$ cat config.mk
export PLATFORM = sky130hd
export DESIGN_NAME = imsic_msi_arbiter
export DESIGN_NICKNAME = d
export VERILOG_FILES = /design/src/rtl/imsic_protocol_pkg.sv /design/src/rtl/rr_arbiter.sv /design/src/rtl/imsic_msi_arbiter.sv
export SDC_FILE = /design/constraint.sdc
export NUM_CORES = 1
export LEC_CHECK = 0
export ABC_CLOCK_PERIOD_IN_PS = 4540
export CELL_PAD_IN_SITES_DETAIL_PLACEMENT = 1
export CELL_PAD_IN_SITES_GLOBAL_PLACEMENT = 2
export CORE_MARGIN = 1
export CORE_UTILIZATION = 19
export DETAILED_ROUTE_END_ITERATION = 8
export GPL_ROUTABILITY_DRIVEN = 0
export MAX_ROUTING_LAYER = met4
export PLACE_DENSITY = 0.89
export SETUP_SLACK_MARGIN = 0.02
export SYNTH_ARGS = -nofsm -noshare
export SYNTH_HDL_FRONTEND = slang
export SYNTH_SLANG_ARGS = --single-unit
$ cat constraint.sdc
create_clock -name i_clk -period 4.54 [get_ports i_clk]
set_input_delay 1.362 -clock i_clk [delete_from_list [all_inputs] [get_ports i_clk]]
set_output_delay 1.362 -clock i_clk [all_outputs]
set_load 0.02 [all_outputs]
$ cat src/rtl/imsic_protocol_pkg.sv
// Shared types and defaults for the IMSIC MSI delivery path.
// Holds the MSI arbiter FSM encoding and its default retry budget.
package imsic_protocol_pkg;

    typedef enum logic [1:0] {
        IDLE      = 2'd0,
        ISSUE     = 2'd1,
        WAIT_RESP = 2'd2
    } msi_arb_state_e;

    localparam int unsigned MSI_MAX_RETRIES = 2;

endpackage

$ cat src/rtl/rr_arbiter.sv
// Combinational round-robin picker: first asserted request at or above ptr, with wrap.
// ptr must be below N; the search wraps from N-1 back to 0 for any N.
module rr_arbiter #(
    parameter  int unsigned N    = 4,
    localparam int unsigned IdxW = (N > 1) ? $clog2(N) : 1
) (
    input  logic [N-1:0]    req,
    input  logic [IdxW-1:0] ptr,
    output logic [N-1:0]    gnt_onehot,
    output logic [IdxW-1:0] gnt_idx,
    output logic            any
);

    logic [IdxW:0]   sum;
    logic [IdxW-1:0] cand;

    // NOTE: every output and temporary gets a default before the loop so no path leaves a value held, which would infer a latch.
    always_comb begin
        gnt_onehot = '0;
        gnt_idx    = '0;
        any        = 1'b0;
        sum        = '0;
        cand       = '0;
        for (int i = 0; i < int'(N); i++) begin
            sum = {1'b0, ptr} + (IdxW+1)'(i);
            if (sum >= (IdxW+1)'(N)) begin
                sum = sum - (IdxW+1)'(N);
            end
            cand = sum[IdxW-1:0];
            if (!any && req[cand]) begin
                any              = 1'b1;
                gnt_idx          = cand;
                gnt_onehot[cand] = 1'b1;
            end
        end
    end

endmodule

$ cat src/rtl/imsic_msi_arbiter.sv
// Shares the single AXI-lite MSI write channel into the IMSIC between NrReq requesters.
// Round-robin grant, one write in flight, bounded retry on error responses.
module imsic_msi_arbiter
    import imsic_protocol_pkg::*;
#(
    parameter int unsigned NrReq      = 4,
    parameter int unsigned AddrWidth  = 32,
    parameter int unsigned DataWidth  = 32,
    parameter int unsigned MaxRetries = MSI_MAX_RETRIES
) (
    input  logic                       i_clk,
    input  logic                       i_rst,
    input  logic [NrReq-1:0]           i_req_valid,
    input  logic [NrReq*AddrWidth-1:0] i_req_addr,
    input  logic [NrReq*DataWidth-1:0] i_req_data,
    output logic [NrReq-1:0]           o_req_ready,
    output logic [NrReq-1:0]           o_req_done,
    output logic [NrReq-1:0]           o_req_err,
    output logic                       o_wr_valid,
    output logic [AddrWidth-1:0]       o_wr_addr,
    output logic [DataWidth-1:0]       o_wr_data,
    input  logic                       i_wr_ready,
    input  logic                       i_wr_resp_valid,
    input  logic                       i_wr_resp_err,
    output logic                       o_busy,
    output logic [$clog2(NrReq)-1:0]   o_grant_idx
);

    localparam int unsigned IdxW   = $clog2(NrReq);
    localparam int unsigned RetryW = (MaxRetries > 0) ? $clog2(MaxRetries + 1) : 1;

    msi_arb_state_e      state_q;
    logic [IdxW-1:0]     rr_ptr_q;
    logic [IdxW-1:0]     grant_idx_q;
    logic [RetryW-1:0]   retry_cnt_q;
    logic [AddrWidth-1:0] addr_q;
    logic [DataWidth-1:0] data_q;
    logic [NrReq-1:0]    done_q;
    logic [NrReq-1:0]    err_q;

    logic [AddrWidth-1:0] req_addr_arr [NrReq];
    logic [DataWidth-1:0] req_data_arr [NrReq];

    for (genvar g = 0; g < int'(NrReq); g++) begin : g_unpack
        assign req_addr_arr[g] = i_req_addr[g*AddrWidth +: AddrWidth];
        assign req_data_arr[g] = i_req_data[g*DataWidth +: DataWidth];
    end

    logic [NrReq-1:0] arb_onehot;
    logic [IdxW-1:0]  arb_idx;
    logic             arb_any;

    rr_arbiter #(.N(NrReq)) u_rr_arbiter (
        .req        (i_req_valid),
        .ptr        (rr_ptr_q),
        .gnt_onehot (arb_onehot),
        .gnt_idx    (arb_idx),
        .any        (arb_any)
    );

    // NOTE: ready is combinational so the requester sees its accept in the same cycle it is latched; it is masked during reset because the FSM does not take the grant then.
    assign o_req_ready = (state_q == IDLE && !i_rst) ? arb_onehot : '0;
    assign o_wr_valid  = (state_q == ISSUE);
    assign o_busy      = (state_q != IDLE);
    assign o_wr_addr   = addr_q;
    assign o_wr_data   = data_q;
    assign o_grant_idx = grant_idx_q;
    assign o_req_done  = done_q;
    assign o_req_err   = err_q;

    // NOTE: all state uses non-blocking assignments so every register samples pre-edge values regardless of statement order.
    always_ff @(posedge i_clk) begin
        if (i_rst) begin
            state_q     <= IDLE;
            rr_ptr_q    <= '0;
            grant_idx_q <= '0;
            retry_cnt_q <= '0;
            addr_q      <= '0;
            data_q      <= '0;
            done_q      <= '0;
            err_q       <= '0;
        end else begin
            done_q <= '0;
            err_q  <= '0;
            case (state_q)
                IDLE: begin
                    if (arb_any) begin
                        addr_q      <= req_addr_arr[arb_idx];
                        data_q      <= req_data_arr[arb_idx];
                        grant_idx_q <= arb_idx;
                        retry_cnt_q <= '0;
                        rr_ptr_q    <= (arb_idx == IdxW'(NrReq - 1)) ? '0 : arb_idx + 1'b1;
                        state_q     <= ISSUE;
                    end
                end
                ISSUE: begin
                    if (i_wr_ready) begin
                        state_q <= WAIT_RESP;
                    end
                end
                WAIT_RESP: begin
                    if (i_wr_resp_valid) begin
                        if (i_wr_resp_err && (retry_cnt_q < RetryW'(MaxRetries))) begin
                            retry_cnt_q <= retry_cnt_q + 1'b1;
                            state_q     <= ISSUE;
                        end else begin
                            done_q[grant_idx_q] <= 1'b1;
                            err_q[grant_idx_q]  <= i_wr_resp_err;
                            state_q             <= IDLE;
                        end
                    end
                end
                default: state_q <= IDLE;
            endcase
        end
    end

endmodule

==> reports/metrics.csv <==
stage,metric,value,unit
run_status,outcome,finished clean,
sta,max-slew violations,0,
worst_hold_path,Hold Path Class,register to register,
worst_setup_path,R2R Path Start,rr_ptr_q[0],
routing,DRT iter0 DRCs,197,
clock_tree,htree depth,3,
grt,pin count of the biggest net entering global routing,38,
grt,first-pass GRT wire length,38100,microns
power_and_ir_drop,switch share,44.9,%
flow_run,max cap viols,0,
layout,final net count,1232,
die,core area,0.0273,sq mm
clock_tree,Skew-Pair Late Insertion Delay,0.35,ns
placed_design,DP HPWL,18900,microns
power_and_ir_drop,leakage,3.81,nW
clock_tree,Clock Pin Slew Worst Setup and Hold Paths,0.06,ns
sta,"Setup violations, final",0,
layout,share of layout cells above drive strength 1,11.1,%
clock_tree,CTS hold repair buffers,0,
sta,Final Hold Vio Count,0,
grt,"Remaining Overflow, GRT",0,
worst_setup_path,CP Cell Sequence,dlygate4sd2_1 -> mux4_2 -> and2b_2 -> a22oi_2 -> nor2_1 -> a221oi_2 -> nor2_1 -> buf_4,
layout,area grow syn2layout,81.5,%
worst_setup_path,Crit. End Element,primary output,
worst_hold_path,HP Start,o_wr_data[16],
yosys,mapped cell area,0.00533,sq mm
routing,WL per Instance,18.7,microns
power_and_ir_drop,Power Density,614,mW/mm^2
yosys,number of library cell types mapped by synthesis,46,
yosys,fraction of registers with async set/reset,0,%
placed_design,number of port buffers,344,
clock_tree,worst-case clock buffer depth,2,
power_and_ir_drop,worst vdd ir,293,uV
routing,vias,6237,
clock_tree,CTS tree,built,
sta,Slew @ Worst Pin,1.00,ns
die,num rows,60,
worst_setup_path,Startpoint Class,input port,
routing,routed vias/inst,4.66,
yosys,Mean Syn Cell Area,8.45,sq um
clock_tree,CTS sink cnt,80,
yosys,Post-synth EDFFs,0,
worst_setup_path,Worst EP required,3.18,ns
die,Ports,345,
routing,Remaining DRCs,0,
worst_setup_path,Worst Setup SP,i_req_valid[1],
worst_setup_path,Crit path max-delay family,multiplexers,
power_and_ir_drop,sequential power share,20.2,%
routing,router iterations before antenna repair,4,
yosys,Mapped Cells,631,
worst_setup_path,CP max FO,5,
sta,TNS Setup,0,ns
worst_setup_path,CP max stage delay,0.49,ns
layout,"Cell Count, Final, Fillers Out",1337,
die,Die H,169,microns
routing,ANT nets after route,0,
sta,Achievable Freq,228,MHz
clock_tree,CTS buffer count,9,
sta,minimum clock period,4.39,ns
worst_setup_path,Crit path top cell by count,nor2_1,
sta,Fin Clk Skew,0.0126,ns
sta,Slew Limit Headroom,32.8,%
die,Horiz. Die Dim,169,microns
sta,final worst-path cycle share,96.6,%
yosys,Syn Nets,903,
sta,unrepaired setup endpoints after global routing,false,
grt,GRT Total Usage,17.8,%
grt,initial antenna violation count,0,
placed_design,Post-DP Area,0.00930,sq mm
worst_setup_path,Critical-path top delay cell,mux4_2,
power_and_ir_drop,cell-internal power,3.27,mW
worst_setup_path,CP Buf/Inv Count,2,
yosys,sequential area share after synthesis,30.1,%
placed_design,Inst Count DP,1321,
power_and_ir_drop,combinational share of power,66.1,%
grt,number of global-route vias before repair,6742,
power_and_ir_drop,sw power,2.66,mW
yosys,Synthesis Warnings,0,
die,Initial Util,19.6,%
yosys,synthesized flop and latch total,80,
die,die area,0.0287,sq mm
clock_tree,setup bufs post-CTS,0,
power_and_ir_drop,clock share of power,13.6,%
yosys,top_reg_cell synth,dfxtp_1,
routing,Total Wirelength,25000,microns
layout,Antenna Cells,0,
layout,final instance area,0.00967,sq mm
worst_setup_path,CP Class,input port to primary output,
clock_tree,clk root buf,clkbuf_16,
worst_setup_path,critical path arrival,3.02,ns
## cell type report
cell class	count	area, sq um
Fill cell	3136	17600
Timing Repair Buffer	376	3790
Multi-Input combinational cell	487	3460
Sequential cell	80	1600
Tap cell	372	465
Clock buffer	13	280
Clock inverter	3	46.3
Inverter	6	22.5
## cell usage in the layout, fill, tap and decap left out, types with 3 or more instances in the layout
| cell | instances |
|---|---|
| mux4_2 | 3 |
| mux2i_1 | 67 |
| a21o_1 | 64 |
| a21oi_1 | 9 |
| o211ai_1 | 36 |
| o211ai_2 | 28 |
| clkdlybuf4s50_1 | 336 |
| buf_2 | 3 |
| clkbuf_16 | 9 |
| nor2_1 | 26 |
| dfxtp_1 | 80 |
| inv_1 | 6 |
| buf_12 | 10 |
| ha_1 | 7 |
| nand3_1 | 64 |
| a211oi_1 | 6 |
| buf_6 | 3 |
| nand2b_1 | 3 |
| nor3_1 | 4 |
| nor2b_1 | 4 |
| clkbuf_8 | 4 |
| nand2_1 | 67 |
| buf_4 | 20 |
| a221oi_2 | 4 |
| o21ai_0 | 67 |
## kinds of logic after synthesis
group	synth area share (%)
multiplexers	14.1
buffers and inverters	6.62
AO/OA/AOI/OAI	31.6
AND/OR/NAND/NOR	15.9
XOR/XNOR	0.164
adder cells (fa/ha/maj)	1.64
flip-flops	30.1
## final timing paths
path / to / slack [ns] / cells past startpoint
worst max-delay path: o_req_ready[3] / 0.15 / 8
worst min-delay path: o_wr_data[16] / 0.47 / 2
worst max register to register: o_wr_data[1] / 1.51 / 10
worst min register to register: o_wr_data[16] / 0.47 / 2
## synthesized netlist by cell type, drive strengths merged, types with 6 or more instances
master / instances / area share, %
dfxtp: 80 / 30
buf: 21 / 3.6
a21oi: 9 / 0.85
o21ai: 70 / 6.9
inv: 6 / 0.42
nor2: 28 / 2.3
a211oi: 6 / 0.85
ha: 7 / 1.6
clkbuf: 37 / 2.6
a21o: 64 / 9.0
o211ai: 65 / 12
nand2: 68 / 4.8
nand3: 64 / 6.0
mux2i: 67 / 13
## per-layer routing
layer | track usage [%] | up-vias | wire length [microns]
met5 | - | - | 0
met1 | 20.3 | 3021 | 10600
met4 | 4.43 | 0 | 410
met3 | 3.33 | 26 | 1040
met2 | 31.9 | 205 | 13000
li1 | - | 2985 | -
## timing repair
item / 4_1_cts / 5_1_grt
gates resized for setup: 23 / 14
pin swaps: 0 / 2
endpoints found under the setup margin: 4 / 4
endpoints found under the hold margin: 0 / 0
## power groups by stage
stage,registers (mW),logic [mW],clock network [mW]
2_1_floorplan,1.58,1.97,0
3_3_place_gp,1.20,3.87,0
3_5_place_dp,1.22,3.92,0
4_1_cts,1.20,3.94,0.842
5_1_grt,1.24,4.20,0.871
6_report,1.20,3.92,0.810
## state kept, by name, summed over array words and instances, names as in the netlist
| signal | cells |
|---|---|
| o_grant_idx | 2 |
| o_req_done | 4 |
| o_req_err | 4 |
| o_wr_addr | 32 |
| o_wr_data | 32 |
| retry_cnt_q | 2 |
| rr_ptr_q | 2 |
| state_q | 2 |
## metrics by stage
stage          hold slack, ns  setup WS [ns]  power, mW  utilization [%]
3_3_place_gp            0.452         -0.605       5.06             34.1
3_5_place_dp            0.461         -0.621       5.14             34.1
2_1_floorplan           0.450          0.289       3.55                -
6_report                0.474          0.153       5.94             35.5
5_1_grt                 0.503         0.0846       6.31             35.5
4_1_cts                 0.478         0.0222       5.98             35.3
## worst reg2reg max path, cell delays in order (launching register included)
cell and delay, ns:
dfxtp_1 0.33, inv_1 0.12, ha_1 0.33, buf_4 0.18, mux4_2 0.33, buf_4 0.17, o21ai_4 0.79, buf_12 0.31
nand3_1 0.12, a21o_1 0.19, o211ai_1 0.08
No activity file was read; power rests on OpenSTA's default activity.
